==> config.mk <==
export PLATFORM = sky130hd
export DESIGN_NAME = prog_loader
export DESIGN_NICKNAME = d
export VERILOG_FILES = /design/src/rtl/prog_loader_pkg.sv /design/src/rtl/prog_loader_word_asm.sv /design/src/rtl/prog_loader.sv
export SDC_FILE = /design/constraint.sdc
export NUM_CORES = 1
export LEC_CHECK = 0
export ABC_AREA = 1
export CAP_MARGIN = 15
export CORE_ASPECT_RATIO = 0.9
export CORE_MARGIN = 5
export CORE_UTILIZATION = 45
export CTS_BUF_LIST = sky130_fd_sc_hd__clkbuf_4
export DETAILED_ROUTE_END_ITERATION = 10
export MAX_ROUTING_LAYER = met4
export PLACE_DENSITY = 0.67
export RECOVER_POWER = 100
export SLEW_MARGIN = 5
export SYNTH_ARGS = -nofsm -noshare
export SYNTH_HDL_FRONTEND = slang
export SYNTH_SLANG_ARGS = --single-unit
==> constraint.sdc <==
create_clock -name clk -period 2.95 [get_ports clk]
set_clock_uncertainty 0.05 [all_clocks]
set_input_delay 0.4425 -clock clk [delete_from_list [all_inputs] [get_ports clk]]
set_output_delay 0.4425 -clock clk [all_outputs]
set_load 0.02 [all_outputs]
==> src/rtl/prog_loader_pkg.sv <==
// Shared types and constants for the instruction-memory program loader.
package prog_loader_pkg;

   localparam int unsigned BYTE_W    = 8;
   localparam int unsigned WORD_W    = 32;
   localparam int unsigned MAX_WORDS = 64;

   typedef enum logic [2:0] {
      S_IDLE  = 3'd0,
      S_COUNT = 3'd1,
      S_DATA  = 3'd2,
      S_CHECK = 3'd3,
      S_DONE  = 3'd4,
      S_ERROR = 3'd5
   } state_t;

endpackage

==> src/rtl/prog_loader_word_asm.sv <==
// Byte-lane assembler: packs accepted bytes little-endian into 32-bit words
// and raises word_valid for one cycle after the fourth byte of each word.
//   clk, reset   : clock, async active-high reset
//   clr          : session restart, drops any partial word
//   acc, data    : accepted data byte strobe and value
//   lane_last_c  : the next accepted byte completes a word
//   word_valid   : one-cycle write strobe
//   word         : assembled word, held between strobes
module loader_word_asm
   import prog_loader_pkg::*;
(
   input  logic              clk,
   input  logic              reset,
   input  logic              clr,
   input  logic              acc,
   input  logic [BYTE_W-1:0] data,
   output logic              lane_last_c,
   output logic              word_valid,
   output logic [WORD_W-1:0] word
);

   logic [1:0]               byte_idx;
   logic [WORD_W-BYTE_W-1:0] lanes;

   assign lane_last_c = (byte_idx == 2'd3);

   // Lane capture; the top lane goes straight into the output word.
   always_ff @(posedge clk or posedge reset) begin
      if (reset) begin
         byte_idx   <= 2'd0;
         lanes      <= '0;
         word_valid <= 1'b0;
         word       <= '0;
      end else begin
         word_valid <= 1'b0;
         if (clr) begin
            byte_idx <= 2'd0;
            lanes    <= '0;
         end else if (acc) begin
            byte_idx <= byte_idx + 2'd1;
            case (byte_idx)
               2'd0:    lanes[7:0]   <= data;
               2'd1:    lanes[15:8]  <= data;
               2'd2:    lanes[23:16] <= data;
               default: begin
                  word       <= {data, lanes};
                  word_valid <= 1'b1;
               end
            endcase
         end
      end
   end

endmodule

==> src/rtl/prog_loader.sv <==
// Program loader: receives a byte stream (word count, data, XOR checksum),
// writes little-endian words to instruction memory from address 0 and holds
// the CPU in reset until a load completes cleanly.
//   clk, reset          : clock, async active-high reset
//   start               : begin a session when not busy
//   in_valid/in_data    : byte stream, accepted when in_ready is high
//   in_ready            : decoded from state only
//   mem_we/adr/wd       : instruction memory write port
//   cpu_reset           : CPU reset hold
//   busy/done/error     : session status
module prog_loader
   import prog_loader_pkg::*;
#(
   parameter int unsigned ADDR_W  = 8,
   parameter int unsigned TIMEOUT = 16
)(
   input  logic              clk,
   input  logic              reset,
   input  logic              start,
   input  logic              in_valid,
   input  logic [BYTE_W-1:0] in_data,
   output logic              in_ready,
   output logic              mem_we,
   output logic [ADDR_W-1:0] mem_adr,
   output logic [WORD_W-1:0] mem_wd,
   output logic              cpu_reset,
   output logic              busy,
   output logic              done,
   output logic              error
);

   localparam int unsigned IDX_W = ADDR_W - 2;
   localparam int unsigned TMO_W = $clog2(TIMEOUT + 1);

   state_t              state, state_n;
   logic [BYTE_W-1:0]   n_words, n_words_n;
   logic [BYTE_W-1:0]   chk, chk_n;
   logic [IDX_W-1:0]    word_idx, word_idx_n;
   logic [TMO_W-1:0]    tmo, tmo_n;
   logic [ADDR_W-1:0]   adr_n;
   logic                clr;
   logic                accept;
   logic                data_acc;
   logic                lane_last_c;

   assign in_ready = (state == S_COUNT) || (state == S_DATA) || (state == S_CHECK);
   assign accept   = in_valid & in_ready;
   assign data_acc = accept & (state == S_DATA);

   loader_word_asm u_asm (
      .clk         (clk),
      .reset       (reset),
      .clr         (clr),
      .acc         (data_acc),
      .data        (in_data),
      .lane_last_c (lane_last_c),
      .word_valid  (mem_we),
      .word        (mem_wd)
   );

   // Next-state, counters and checksum.
   always_comb begin
      state_n    = state;
      n_words_n  = n_words;
      chk_n      = chk;
      word_idx_n = word_idx;
      tmo_n      = tmo;
      adr_n      = mem_adr;
      clr        = 1'b0;
      case (state)
         S_IDLE, S_DONE, S_ERROR: begin
            if (start) begin
               state_n    = S_COUNT;
               clr        = 1'b1;
               n_words_n  = '0;
               chk_n      = '0;
               word_idx_n = '0;
               tmo_n      = '0;
            end
         end
         S_COUNT: begin
            if (accept) begin
               chk_n = in_data;
               if ((in_data == '0) || (in_data > BYTE_W'(MAX_WORDS))) begin
                  state_n = S_ERROR;
               end else begin
                  n_words_n = in_data;
                  state_n   = S_DATA;
               end
            end
         end
         S_DATA: begin
            if (accept) begin
               chk_n = chk ^ in_data;
               if (lane_last_c) begin
                  // Address is latched here so it lines up with the strobe.
                  adr_n      = {word_idx, 2'b00};
                  word_idx_n = word_idx + IDX_W'(1);
                  if (BYTE_W'(word_idx) == n_words - BYTE_W'(1)) begin
                     state_n = S_CHECK;
                  end
               end
            end
         end
         S_CHECK: begin
            if (accept) begin
               state_n = (in_data == chk) ? S_DONE : S_ERROR;
            end
         end
         default: state_n = S_IDLE;
      endcase
      // Inactivity watchdog; an accept on the firing edge wins.
      if (in_ready) begin
         if (accept) begin
            tmo_n = '0;
         end else begin
            tmo_n = tmo + TMO_W'(1);
            if (tmo == TMO_W'(TIMEOUT - 1)) begin
               state_n = S_ERROR;
            end
         end
      end
   end

   // State, counters and registered status outputs.
   always_ff @(posedge clk or posedge reset) begin
      if (reset) begin
         state     <= S_IDLE;
         n_words   <= '0;
         chk       <= '0;
         word_idx  <= '0;
         tmo       <= '0;
         mem_adr   <= '0;
         cpu_reset <= 1'b1;
         busy      <= 1'b0;
         done      <= 1'b0;
         error     <= 1'b0;
      end else begin
         state     <= state_n;
         n_words   <= n_words_n;
         chk       <= chk_n;
         word_idx  <= word_idx_n;
         tmo       <= tmo_n;
         mem_adr   <= adr_n;
         cpu_reset <= (state_n != S_DONE);
         busy      <= (state_n == S_COUNT) || (state_n == S_DATA) || (state_n == S_CHECK);
         done      <= (state_n == S_DONE);
         error     <= (state_n == S_ERROR);
      end
   end

endmodule

## Word-level counts from Yosys, hierarchy flattened

Index checks and enable logic that the tools add are counted.

| storage, ports and cells | value |
|---|---|
| input bits | 12 |
| logic and storage cells | 115 |
| bits in read-only memories | 0 |
| memories | 0 |
| latch bits | 0 |
| memory bits (writable) | 0 |
| output and inout port bits | 46 |
| bits in registers | 99 |

| cells by class | value |
|---|---|
| $mul | 0 |
| multiplexer cells | 39 |
| $lt $le $gt $ge | 1 |
| reductions and logical operators | 28 |
| shift-type cells | 0 |
| bitwise logic cells | 5 |
| div/mod/pow operators | 0 |
| add/sub/neg operators | 4 |
| equality and inequality tests | 22 |

Operator list:

| operator | count |
|---|---|
| $mux 8 | 8 |
| $mux 24 | 2 |
| $mux 3 | 10 |
| $pmux 8 s3 | 1 |
| $mux 5 | 4 |
| $mux 6 | 3 |
| $pmux 8 s2 | 1 |
| $reduce_bool 2->1 | 8 |
| $eq 3x2->1 const B | 4 |
| $eq 3x3->1 const B | 4 |
| $pmux 3 s4 | 1 |
| $pmux 6 s2 | 1 |
| $reduce_and 4->1 | 3 |
| $ne 2x2->1 const B | 5 |
| $eq 6x8->1 | 1 |
| $eq 8x8->1 | 1 |
| $gt 8x7->1 const B | 1 |
| $logic_not 8->1 | 1 |
| $reduce_and 2->1 | 4 |
| $sub 8x1->8 const B | 1 |
| $xor 8x8->8 | 1 |
| $add 6x1->6 const B | 1 |
| $eq 3x1->1 const B | 2 |
| $mux 1 | 6 |
| 15 further kinds | 25 |

## Longest topological paths before layout

Gate-level depths: netlist (run 1).

| logic depth | value |
|---|---|
| depth in word-level cells | 12 |
| mapped depth | 14 |

## Modules after synthesis

A second synthesis (run 1) with hierarchy kept.

| unflattened totals | value |
|---|---|
| cells, all modules | 611 |
| area total of the unflattened synthesis | 4,862.2 um^2 |

By module, submodules not included:

| module | instances | cells an instance | area each (um^2) | seq. area each (um^2) |
|---|---|---|---|---|
| loader_word_asm | 1 | 284 | 2,531.2 | 1,476.4 |
| prog_loader | 1 | 327 | 2,331.0 | 1,002.2 |

## Least setup slack after synthesis (run 1)

No wires, ideal clock.

| timing path | value |
|---|---|
| path type | flip-flop to flip-flop |
| start point | register n_words[0] |
| end point | register busy |
| slack | 1.371 ns |
| data required time | 2.781 ns |
| data arrival time | 1.410 ns |
| setup time | 0.119 ns |
| cell stages (with the launch flop) | 14 |
| cells stage by stage | dfrtp_1 > inv_1 > ha_1 > nand2_1 > nor2_1 > nand2_1 > nand2_1 > nand2_1 > nand2_1 > nor2_1 > nand2_1 > nand4_1 > nor2_1 > nor2_1 |

| between the ends | value |
|---|---|
| word-level cells in the longest chain between the ends | 12 |
| elaborated cells on any way between the ends | 14 |
| classes of those cells | add/sub (1); eq/ne (4); mux (7); reduce/logical (2) |

Ends and longest elaborated chain:

| what | RTL line | source |
|---|---|---|
| start: declaration | prog_loader.sv:36 | `logic [BYTE_W-1:0] n_words, n_words_n;` |
| start signal: assignment | prog_loader.sv:140 | `n_words <= n_words_n;` |
| $sub 8x1->8 (*) | prog_loader.sv:99 | `if (BYTE_W'(word_idx) == n_words - BYTE_W'(1)) begin` |
| $eq 6x8->1 (*) | prog_loader.sv:99 |  |
| $mux 3 (*) | prog_loader.sv:99 |  |
| $mux 3 (*) | prog_loader.sv:95 | `if (lane_last_c) begin` |
| $mux 3 (*) | prog_loader.sv:93 | `if (accept) begin` |
| $pmux 3 s4 (*) | prog_loader.sv:70 | `case (state)` |
| $mux 3 | prog_loader.sv:118 | `if (tmo == TMO_W'(TIMEOUT - 1)) begin` |
| $mux 3 | prog_loader.sv:114 | `if (accept) begin` |
| $mux 3 (*) | prog_loader.sv:113 | `if (in_ready) begin` |
| net state_n[0] | prog_loader.sv:35 | `state_t state, state_n;` |
| $eq 3x1->1 / $eq 3x2->1 (equally long branches) | prog_loader.sv:146 | `busy <= (state_n == S_COUNT) \|\| (state_n == S_DATA) \|\| (state_n == S_CHECK);` |
| $logic_or 1x1->1 | prog_loader.sv:146 |  |
| $logic_or 1x1->1 (*) | prog_loader.sv:146 |  |
| end signal: assignment | prog_loader.sv:146 |  |
| end: declaration | prog_loader.sv:27 | `output logic busy,` |

Mark *: on every way through the listed nets, which the timed path passes. The rest lies on a longest branch.
A chain may end at the register's enable or synchronous reset.

## Final worst setup path (run 1)

| timing path | value |
|---|---|
| start point | register state[2] |
| end point | output port in_ready |

| between the ends | value |
|---|---|
| word-level cells in the longest chain between the ends | 3 |
| elaborated cells on any way between the ends | 5 |
| classes of those cells | eq/ne (3); reduce/logical (2) |

Ends and longest elaborated chain:

| what | RTL line | source |
|---|---|---|
| start: declaration | prog_loader.sv:35 |  |
| start signal: assignment | prog_loader.sv:139 | `state <= state_n;` |
| $eq 3x1->1 / $eq 3x2->1 (equally long branches) | prog_loader.sv:46 | `assign in_ready = (state == S_COUNT) \|\| (state == S_DATA) \|\| (state == S_CHECK);` |
| $logic_or 1x1->1 | prog_loader.sv:46 |  |
| $logic_or 1x1->1 (*) | prog_loader.sv:46 |  |
| end: declaration | prog_loader.sv:22 | `output logic in_ready,` |

Every way passes the cells marked *; elsewhere a longest branch is shown, timed or not.

==> impl_metrics.yaml, run 1 <==
logic_synthesis:
  netlist_instances: 569
  ys_top_cells_by_area: "dfrtp_1 (53%), nand2_1 (14%), inv_1 (6.2%), o21ai_0 (5.6%), o21ai_1 (3.4%)"
  synth.top_cell.area_share: 0.528
  yosys.area_share.adder: 0.0243
  yosysSeqAreaShare: 0.534
  yosys.area_share.simple: 0.214
  synthMuxAreaShare: 0.00243
  synth_xor_xnor_area_share: 0.0113
  synth_top_family_by_area: "simple AND/OR/NAND/NOR gates"
  synth.cell_area_um2: 4640
  synth-compound-area-share: 0.126
  ys_types: 30
  yosys_register_bits: 99
  synth_area_per_cell_um2: 8.16
  ys_warn_count: 0
  synth_area_leader_cell: "dfrtp_1"
clock_tree:
  cts_resized: 0
  cts_buffers: 9
  clk_path_buf_depth: 2
  clkSlewWorstSetupHoldPaths_ns: 0.16
  cts_tree: "yes"
  clk_latency_ns: 0.45
  cts-root-buf: "clkbuf_4"
  post-cts-setup-buffer-count: 0
  hold_buffers: 0
  htreeDepth: 3
  clock-sinks: 99
drt:
  firstDrtPassIters: 5
  final_antenna_net_count: 0
  drc: 0
  routed_via_density: 4.96
  drtIter0Drc: 224
  wirelength_mm: 10.3
  via_count: 3770
  wl_per_cell_um: 13.5
global_route:
  grt_usage: 0.184
  grt_first_pass_wirelength_mm: 17.8
  antenna_found_initial: 0
  grt_pass1_vias: 3827
  gr-total-overflow: 0
  grt_max_degree: 64
setup_path:
  cp.required_ns: 2.46
  crit_path_start_kind: "register"
  arrival_ns: 2.05
  end_kind: "primary output"
  critical_path_class: "register to primary output"
  cp_max_fo: 4
sta:
  max_freq_ghz: 0.394
  fin_setup_tns_ns: 0
  hold_violations: 0
  relSlewSlack: 0.128
  setup_ws_ns: 0.412
  finalSetupViolations: 0
  slew_viol_final: 0
  worst_pin_slew_ns: 1.30
  period_needed_ns: 2.54
  fin_crit_sh: 0.860
  rsz0062_at_grt: "false"
floorplanning:
  die_width_um: 117
  fp.dieH_um: 106
  ios: 58
  die_area_um2: 12500
  rows: 35
  initial_utilization: 0.457
  coreArea_um2: 10200
pwr:
  p_leak_nw: 2.81
  p_total_mw: 4.00
  powerDensity_nw_per_um2: 741
  irDropWorstVdd_v: 0.000349
placement:
  gp_congestion: 0.874
  portBuffers: 55
  dp_slack_ns: 0.663
  dp_hpwl_mm: 7.58
layout:
  multiInputGateArea_um2: 1710
  layout_common_cells: "nand2_1 (174), dfrtp_1 (98), inv_1 (81)"
  nets: 647
  antenna_cells: 0
  drive_above_1_share: 0.0444
  final_common_cell: "nand2_1"
  ff_latch_area_um2: 2480
  fill_cells: 961
  area_growth_pct: 16.3
run:
  max-cap-violations: 0
worst_hold_path:
  hold_class: "register to register"
outcome:
  status: "finished, final reports clean"
-- routing by layer --
layer / GRT usage / routed length [um]
met1: 0.261 / 5200
met2: 0.272 / 4530
met3: 0.0245 / 327
met4: 0.0663 / 200
met5: - / 0
-- power breakdown --
part           total (mW)  internal (mW)  switching (mW)
logic                1.43          0.467           0.966
clock network       0.762          0.281           0.480
registers            1.81           1.65           0.153
-- final cells by class --
class,count,share of cell area
tap,129,0.0299
clock buffer,10,0.0139
inverter,87,0.0607
sequential,99,0.459
timing repair buffer,60,0.107
multi-input combinational,369,0.316
clock inverter,6,0.0134
-- critical path: stages (launching register included) --
cell and delay [ns]:
dfrtp_1 0.46, inv_1 0.08, nand2_1 0.08, clkinv_1 0.08, nor2_1 0.27, inv_1 0.08
clkdlybuf4s50_1 0.54
-- cell families after synthesis --
family / after synthesis
and+or+nand+nor: 240
xor gates and xnor gates: 6
DFF: 99
other: 1
buffers and inverters: 102
AOI/OAI and AO/OA: 111
adders and majority gates: 9
muxes: 1
-- state kept, by name (all words and copies together) (netlist names) --
name              cells
u_asm.word           32
u_asm.lanes          24
chk                   8
n_words               8
mem_adr               6
word_idx              6
tmo                   5
state                 3
u_asm.byte_idx        2
busy                  1
cpu_reset             1
done                  1
error                 1
u_asm.word_valid      1
-- path summary, 6_finish.rpt --
path | to | from | cells past startpoint | slack [ns]
worst max-delay path | in_ready | state[2] | 6 | 0.41
min in group asynchronous | u_asm.word[3] | reset | 2 | 0.64
worst min register to register | u_asm.word[13] | u_asm.word[13] | 2 | 0.44
worst min-delay path | u_asm.word[13] | u_asm.word[13] | 2 | 0.44
max in group asynchronous | u_asm.word[13] | reset | 3 | 0.73
worst max register to register | chk[7] | state[2] | 9 | 0.53
-- metrics by stage --
step | hold WS [ns] | instance area [um2] | utilization | cells
final | 0.444 | 5400 | 0.532 | 760
after global routing | 0.477 | 5400 | 0.532 | 760
after CTS | 0.378 | 5490 | 0.541 | 760
after detailed placement | 0.414 | 5350 | 0.526 | 744
after global placement | 0.417 | 5350 | 0.526 | 744
after floorplan | 0.418 | 4650 | - | 570
-- synth_stat cells --
cell      count
a211oi_1      1
a21oi_1      13
buf_2         6
buf_4         2
buf_6         1
clkbuf_1      6
conb_1        1
dfrtp_1      98
dfstp_2       1
ha_1          9
inv_1        77
inv_2        10
mux2_1        1
nand2_1     169
nand2_2       6
nand3_1      11
nand3_2       1
nand4_1       5
nor2_1       36
nor2_2        5
nor2_4        4
nor3_1        3
o211ai_1      2
o21a_1        4
o21ai_0      52
o21ai_1      32
o21ai_2       1
o22ai_1       6
xnor2_1       4
xor2_1        2
Power figures use the tool's default switching activity.
==> run 2: changes to the inputs <==
Settings changed: CAP_MARGIN 15 to 30, CORE_MARGIN 5 to default.
==> impl_metrics.yaml, run 2 (same netlist as run 1, synthesis figures left out) <==
outcome:
  status: "finished, final reports clean"
layout:
  fin_util: 0.552
  fill_cells: 941
  area_growth_pct: 16.9
  antenna_cells: 0
  multiInputGateArea_um2: 1720
  ff_latch_area_um2: 2480
  largestRegisters: "u_asm.word: 32 flops, u_asm.lanes: 24 flops"
  final_common_cell: "nand2_1"
  layout_common_cells: "nand2_1 (174), dfrtp_1 (98), inv_1 (82)"
  largest_register_ffs: 32
  regMostFlops: "u_asm.word"
  nets: 646
  drive_above_1_share: 0.0476
run:
  max-cap-violations: 0
sta:
  fin_setup_tns_ns: 0
  period_needed_ns: 2.59
  slew_viol_final: 0
  finalSetupViolations: 0
  max_freq_ghz: 0.387
  worst_pin_slew_ns: 1.44
  rsz0062_at_grt: "false"
  hold_violations: 0
  fin_crit_sh: 0.877
  relSlewSlack: 0.0405
drt:
  routed_via_density: 4.88
  firstDrtPassIters: 5
  drc: 0
  final_antenna_net_count: 0
  wirelength_mm: 9.78
  wl_per_cell_um: 12.9
  drtIter0Drc: 163
  via_count: 3688
global_route:
  grt_pass1_vias: 3604
  grt_usage: 0.208
  gr-total-overflow: 0
  antenna_found_initial: 0
  grt_max_degree: 61
  grt_first_pass_wirelength_mm: 16.8
pwr:
  power_frac_clock: 0.202
  swShare: 0.384
  powerDensity_nw_per_um2: 744
  p_leak_nw: 2.82
  irDropWorstVdd_v: 0.000478
  internal_power_mw: 2.49
  switching_power_mw: 1.55
  pwr-share-comb: 0.351
  seqPwrFrac: 0.447
  p_total_mw: 4.04
clock_tree:
  clkSlewWorstSetupHoldPaths_ns: 0.15
  clk_path_buf_depth: 2
  htreeDepth: 3
  clk_latency_ns: 0.44
  hold_buffers: 0
  cts_buffers: 9
  clock-sinks: 99
  cts_resized: 0
  post-cts-setup-buffer-count: 0
  cts-root-buf: "clkbuf_4"
  cts_tree: "yes"
setup_path:
  cpMaxStageDelayCell: "clkdlybuf4s50_1"
  slowest_delay_ns: 0.54
  crit_path_start_kind: "register"
  arrival_ns: 2.09
  critical_path_class: "register to primary output"
  cp_max_fo: 4
  cp.required_ns: 2.46
  crit_chain: "inv_1, nand2_1, clkinv_1, nor2_1, inv_1, clkdlybuf4s50_1"
  path_common_cell: "inv_1"
  end_kind: "primary output"
floorplanning:
  die_area_um2: 10700
  coreArea_um2: 9830
  die_width_um: 109
  ios: 58
  initial_utilization: 0.472
  rows: 34
  fp.dieH_um: 98.4
placement:
  gp_congestion: 0.865
  dp_hpwl_mm: 7.08
  portBuffers: 55
worst_hold_path:
  hold_class: "input pin to async pin"
## run 2: worst paths after layout
| kind | start | to | slack (ns) | cells after the start |
|---|---|---|---|---|
| worst max-delay path | state[2] | in_ready | 0.36 | 6 |
| worst min-delay path | reset | u_asm.word[29] | 0.26 | 2 |
| worst max register to register | state[2] | chk[1] | 0.45 | 7 |
| worst min register to register | u_asm.word[21] | u_asm.word[21] | 0.45 | 2 |
| max in group asynchronous | reset | u_asm.word[7] | 1.01 | 3 |
| min in group clk | u_asm.word[21] | u_asm.word[21] | 0.45 | 2 |
## run 2: through the flow
stage | hold WS [ns] | setup WS [ns] | std cells | cell area (um2)
final | 0.261 | 0.364 | 756 | 5430
after global routing | 0.244 | 0.219 | 756 | 5430
after CTS | 0.140 | 0.453 | 756 | 5490
after detailed placement | 0.423 | 0.576 | 740 | 5320
after global placement | 0.417 | 0.642 | 740 | 5320
after floorplan | 0.418 | 1.28 | 570 | 4650
## run 2: worst max-delay path: cells and delay by family, from the launching register on
family / cells / cell delay [ns]
buffers and inverters: 4 / 0.78
flip-flops: 1 / 0.46
AND/OR/NAND/NOR: 2 / 0.40
## run 2: final cells by class
class / instances / area share
Timing Repair Buffer: 59 / 0.106
Tap cell: 126 / 0.0291
Multi-Input combinational cell: 369 / 0.317
Clock inverter: 5 / 0.0157
Inverter: 87 / 0.0604
Sequential cell: 99 / 0.457
Clock buffer: 11 / 0.0152
## run 2: layer usage
layer  part of all wire  wire (um)  track usage
met1               0.50       4920        0.295
met2               0.44       4340        0.303
met3              0.045        441       0.0494
met4             0.0082         80       0.0457
met5                  0          0            -
## run 2: power groups by stage
stage               logic, mW  registers, mW  clock network (mW)
finish                   1.42           1.80               0.817
global route             1.65           1.84               0.888
CTS                      1.50           1.81               0.845
detailed placement       1.49           1.84                   0
global placement         1.46           1.83                   0
floorplan                1.12           1.84                   0
